`config.mk`:
```
export PLATFORM = sky130hd
export DESIGN_NAME = cacheline_mem_arbiter
export DESIGN_NICKNAME = d
export VERILOG_FILES = /design/src/rtl/cacheline_mem_arbiter.sv
export SDC_FILE = /design/constraint.sdc
export NUM_CORES = 2
export LEC_CHECK = 0
export CAP_MARGIN = 25
export CORE_AREA = 2 2 567 569
export CTS_CLUSTER_SIZE = 12
export DETAILED_ROUTE_END_ITERATION = 6
export DIE_AREA = 0 0 569 571
export PLACE_DENSITY = 0.38
export SYNTH_ARGS = -nofsm -noshare
export SYNTH_HDL_FRONTEND = slang
export SYNTH_SLANG_ARGS = --single-unit
```
`constraint.sdc`:
```
create_clock -name clk -period 35.1 [get_ports clk]
set_input_delay 10.53 -clock clk [delete_from_list [all_inputs] [get_ports clk]]
set_output_delay 10.53 -clock clk [all_outputs]
set_load 0.01 [all_outputs]
```
`src/rtl/cacheline_mem_arbiter.sv`:
```
// ============================================================================
//  Module      : cacheline_mem_arbiter
//  Description : Shares one physical-memory cacheline port between the I-cache
//                and D-cache, one line transaction at a time, with wait counters.
//  Revision    : 1.0 - initial release
// ============================================================================
`default_nettype none

module cacheline_mem_arbiter #(
    parameter int LINE_W = 256,
    parameter int ADDR_W = 32,
    parameter int CNT_W  = 32
) (
    input  logic              clk,
    input  logic              rst,
    input  logic              i_read,
    input  logic [ADDR_W-1:0] i_addr,
    output logic [LINE_W-1:0] i_rdata,
    output logic              i_resp,
    input  logic              d_read,
    input  logic              d_write,
    input  logic [ADDR_W-1:0] d_addr,
    input  logic [LINE_W-1:0] d_wdata,
    output logic [LINE_W-1:0] d_rdata,
    output logic              d_resp,
    output logic              pmem_read,
    output logic              pmem_write,
    output logic [ADDR_W-1:0] pmem_addr,
    output logic [LINE_W-1:0] pmem_wdata,
    input  logic [LINE_W-1:0] pmem_rdata,
    input  logic              pmem_resp,
    input  logic              cnt_clear,
    output logic [CNT_W-1:0]  i_wait_cnt,
    output logic [CNT_W-1:0]  d_wait_cnt
);

    localparam int                c_OFF_W     = $clog2(LINE_W / 8);
    localparam logic [ADDR_W-1:0] c_ADDR_MASK = {ADDR_W{1'b1}} << c_OFF_W;

    typedef enum logic [1:0] {
        S_IDLE    = 2'd0,
        S_SERVE_I = 2'd1,
        S_SERVE_D = 2'd2,
        S_DONE    = 2'd3
    } state_t;

    state_t              r_state;
    logic                r_last_grant_d;
    logic                r_pmem_read;
    logic                r_pmem_write;
    logic [ADDR_W-1:0]   r_pmem_addr;
    logic [LINE_W-1:0]   r_pmem_wdata;
    logic [LINE_W-1:0]   r_i_rdata;
    logic [LINE_W-1:0]   r_d_rdata;
    logic                r_i_resp;
    logic                r_d_resp;
    logic [CNT_W-1:0]    r_i_cnt;
    logic [CNT_W-1:0]    r_d_cnt;

    logic w_d_req;
    logic w_grant_d;
    logic w_grant_i;

    // On conflict the side that did not win last time gets the port.
    assign w_d_req   = d_read | d_write;
    assign w_grant_d = w_d_req & (~i_read | ~r_last_grant_d);
    assign w_grant_i = i_read & (~w_d_req | r_last_grant_d);

    always_ff @(posedge clk or posedge rst) begin
        if (rst) begin
            r_state        <= S_IDLE;
            r_last_grant_d <= 1'b0;
            r_pmem_read    <= 1'b0;
            r_pmem_write   <= 1'b0;
            r_pmem_addr    <= '0;
            r_pmem_wdata   <= '0;
            r_i_rdata      <= '0;
            r_d_rdata      <= '0;
            r_i_resp       <= 1'b0;
            r_d_resp       <= 1'b0;
        end else begin
            r_i_resp <= 1'b0;
            r_d_resp <= 1'b0;
            case (r_state)
                S_IDLE: begin
                    if (w_grant_d) begin
                        r_state        <= S_SERVE_D;
                        r_last_grant_d <= 1'b1;
                        r_pmem_addr    <= d_addr & c_ADDR_MASK;
                        r_pmem_wdata   <= d_wdata;
                        r_pmem_write   <= d_write;
                        r_pmem_read    <= ~d_write;
                    end else if (w_grant_i) begin
                        r_state        <= S_SERVE_I;
                        r_last_grant_d <= 1'b0;
                        r_pmem_addr    <= i_addr & c_ADDR_MASK;
                        r_pmem_write   <= 1'b0;
                        r_pmem_read    <= 1'b1;
                    end
                end
                S_SERVE_I: begin
                    if (pmem_resp) begin
                        r_state      <= S_DONE;
                        r_pmem_read  <= 1'b0;
                        r_pmem_write <= 1'b0;
                        r_i_resp     <= 1'b1;
                        r_i_rdata    <= pmem_rdata;
                    end
                end
                S_SERVE_D: begin
                    if (pmem_resp) begin
                        r_state      <= S_DONE;
                        r_pmem_read  <= 1'b0;
                        r_pmem_write <= 1'b0;
                        r_d_resp     <= 1'b1;
                        if (r_pmem_read) begin
                            r_d_rdata <= pmem_rdata;
                        end
                    end
                end
                S_DONE: begin
                    r_state <= S_IDLE;
                end
                default: begin
                    r_state <= S_IDLE;
                end
            endcase
        end
    end

    // Saturating wait counters; clear takes priority over counting.
    always_ff @(posedge clk or posedge rst) begin
        if (rst) begin
            r_i_cnt <= '0;
            r_d_cnt <= '0;
        end else if (cnt_clear) begin
            r_i_cnt <= '0;
            r_d_cnt <= '0;
        end else begin
            if (i_read && !r_i_resp && (r_i_cnt != {CNT_W{1'b1}})) begin
                r_i_cnt <= r_i_cnt + CNT_W'(1);
            end
            if (w_d_req && !r_d_resp && (r_d_cnt != {CNT_W{1'b1}})) begin
                r_d_cnt <= r_d_cnt + CNT_W'(1);
            end
        end
    end

    assign pmem_read  = r_pmem_read;
    assign pmem_write = r_pmem_write;
    assign pmem_addr  = r_pmem_addr;
    assign pmem_wdata = r_pmem_wdata;
    assign i_rdata    = r_i_rdata;
    assign d_rdata    = r_d_rdata;
    assign i_resp     = r_i_resp;
    assign d_resp     = r_d_resp;
    assign i_wait_cnt = r_i_cnt;
    assign d_wait_cnt = r_d_cnt;

endmodule

`default_nettype wire

```
==> results by group <==
Global routing
  – Vias in the first global route: approximately 27000
  – GRT overflow: 0
  – Largest net degree at the start of global routing: 99
  – First-pass GRT wire length: ~280 mm
  – Total GRT Usage: between 10% and 20%
  – Initial antenna violation count: around 200

Routing
  – Post-route ant nets: 0
  – Drt first pass iters: 5
  – WL/cell: around 27 um
  – DRC Markers: 0
  – Vias: about 26000
  – Vias per Instance: about 3.2
  – Total Routed Length: 218.7 mm
  – Iteration-0 DRC Markers: 1215

Final layout
  – Share of layout cells above drive strength 1: between 20% and 30%
  – Layout area overhead: 69.90%
  – Nets@finish: around 4300

Synthesis
  – Synth Cell Area: around 34000 um2
  – Ys async rst share: 100.0%
  – Synth Area in XOR/XNOR: less than 1%
  – Number of synthesized flops with an enable pin: 0
  – Top cells by area, synth: dfrtp_1 (64%), mux2_2 (26%), clkbuf_1 (1.1%), mux2i_1 (0.89%), o21ai_0 (0.71%)
  – Synth Instances: between 2000 and 2500
  – Simple-Gate Fraction of Synth Area: approximately 4.1%
  – Compound-Gate Fraction of Synth Area: between 2 and 2.5%
  – Adder-cell share of the synthesized area: less than 1%
  – Synth Flop Type: dfrtp_1
  – Mean Syn Cell Area: ~15 um2
  – YS warnings: 0
  – Largest family of logic cells by synthesized area: multiplexers
  – #FFs+latches synth: just under 900
  – Library cells used by synthesis: 53
  – Mux share of post-synthesis cell area: between 20% and 30%
  – Share of the synthesized area in the top cell type: approximately 64%
  – Seq/Total Area, Yosys: between 60% and 70%
  – Synth area leader: dfrtp_1

STA
  – Fin Setup TNS: 0 ns
  – RSZ-0062 raised after global routing: no
  – Final Hold Viols: 0
  – Skew final: between 0.04 and 0.05 ns
  – Fmax achieved: 0.06890 GHz
  – Slew headroom: 32.25%
  – Max-slew violation count: 0
  – Fin crit share: 41.35%
  – Minimum clock period: between 10 and 15 ns
  – Final setup violation count: 0
  – Slew @ Worst Pin: 1.016 ns

Clock tree
  – Clk pin slew, worst setup/hold paths: about 0.06 ns
  – H-Tree Depth: 3
  – Hold_buf cts: 0
  – CTS tree: built
  – Cts bufs inserted: approximately 120
  – Clock Path Buffers: 4
  – Clock root buffer: clkbuf_16
  – Post-CTS sizing: 0
  – Postcts setup bufs: 0
  – CTS Sinks: about 870
  – Clk_lat worst skew: roughly 0.84 ns

Setup path
  – Worst EP required: ~36 ns
  – Crit path kind: in2async
  – Worst Setup Start Kind: input port
  – Crit end category: async pin
  – Crit path DAT: ~15 ns
  – Crit-path max FO: 98

Job
  – Max Cap Viol: 0

Floorplan
  – Die Area: 324900 um2
  – Starting Density: a little over a tenth
  – Core ar.: 319300 um2
  – # rows: roughly 210
  – IO Count: 1451
  – DIE WIDTH: ~570 um
  – Die Y: 571 um

Power
  – Worst vdd ir: ~0.042 mV
  – Static Leak: between 20 and 25 nW
  – Power Total: ~0.0052 W
  – PwrDens: approximately 90 nW/um2

Place
  – PortBufs: 1435
  – HPWL after DPL: roughly 180 mm
  – Gpl congestion: 0.8088

Run status
  – Status: complete, no violations

Worst hold path
  – Hold Crit Class: reg2reg
critical path, cell delays in order:
cell	delay [ns]
clkdlybuf4s50_1	0.49
inv_8	0.49
buf_4	0.69
buf_4	0.60
buf_4	0.71
buf_4	0.84
buf_4	0.75
synth_stat cells, types with 6 or more instances:
library cell,n
xnor2_1,15
o21ai_0,48
nand4_1,19
mux2_2,780
buf_2,7
dfrtp_1,866
nor2_1,40
nand2b_1,9
o31ai_1,12
or3_1,16
a21oi_1,37
and3_1,10
nor3_1,11
nand2_1,62
a211oi_1,6
inv_1,15
or4_1,11
nor2b_1,11
mux2i_1,30
clkbuf_1,96
ha_1,6
nand3_1,25
and4_1,11
power breakdown:
| part | switching (W) | internal (W) |
|---|---|---|
| clock | 0.000508 | 0.000728 |
| combinational | 0.00103 | 0.00125 |
| sequential | 0.000265 | 0.00147 |
| total | 0.00180 | 0.00345 |
logic make-up after synthesis:
group,after synthesis
compound gates,122
xor+xnor,15
fa+ha+maj,6
buf+inv,129
flops,866
mux,810
other cells,1
simple gates,251
area by class of cell:
type                    instances  area (um2)
fillers                     34880      262100
flip-flops and latches        866       21670
repair buffers               1469       14670
multi-input cells            1209       11530
well taps                    4200        5255
clock buffers                 175        3441
clock inverters                38       451.7
diodes                         45       112.6
inverters                      15       71.32
through the flow:
stage | cell area [um2] | util (%) | setup slack (ns) | cells | hold slack [ns]
2_1_floorplan | 33690 | - | 0.2333 | 2204 | 0.4697
3_3_place_gp | 53120 | 16.64 | 19.46 | 7756 | 0.4710
3_5_place_dp | 53150 | 16.64 | 19.41 | 7757 | 0.4698
4_1_cts | 57040 | 17.86 | 20.37 | 7970 | 0.4826
5_1_grt | 57120 | 17.89 | 19.91 | 7980 | 0.5038
6_report | 57210 | 17.92 | 20.59 | 8017 | 0.4787
layout by cell type (no fill, tap or decap), drive strengths merged, types with 13 or more instances in the layout:
| cell | instances |
|---|---|
| clkbuf | 175 |
| nor2 | 40 |
| clkdlybuf4s50 | 1434 |
| clkinv | 21 |
| o21ai | 49 |
| buf | 35 |
| or3 | 17 |
| xnor2 | 15 |
| nand4 | 20 |
| inv | 24 |
| nand2 | 62 |
| or4 | 13 |
| a21oi | 37 |
| diode | 45 |
| dfrtp | 866 |
| mux2 | 780 |
| mux2i | 30 |
| nand3 | 25 |
state kept, by name (all words and copies together) (netlist names):
signal,flops
pmem_addr,27
d_rdata,256
r_last_grant_d,1
i_wait_cnt,32
d_wait_cnt,32
i_rdata,256
r_state,2
pmem_wdata,256
pmem_write,1
i_resp,1
pmem_read,1
d_resp,1
metal layers:
layer  global-route usage (%)  wire (um)  share of wire, %  vias up
li1                         -          -                 -    10920
met2                    20.84      99490                45     1335
met1                    14.25      82060                38    13020
met4                    3.040       6001               2.7      132
met3                    8.054      30310                14      485
met5                        0        863              0.39        -
final timing paths:
kind	depth (start not counted)	end	start	slack [ns]
min in group asynchronous	2	pmem_wdata[28]$_DFFE_PP0P_	rst	10.20
max in group clk	7	pmem_wdata[101]$_DFFE_PP0P_	d_write	21.70
max reg2reg	7	i_rdata[224]$_DFFE_PP0P_	r_state[1]$_DFFE_PP0P_	31.44
min reg2reg	2	pmem_addr[17]$_DFFE_PP0P_	pmem_addr[17]$_DFFE_PP0P_	0.48
max	7	i_rdata[103]$_DFFE_PP0P_	rst	20.59
min	2	pmem_addr[17]$_DFFE_PP0P_	pmem_addr[17]$_DFFE_PP0P_	0.48
Power figures use the tool's default switching activity.
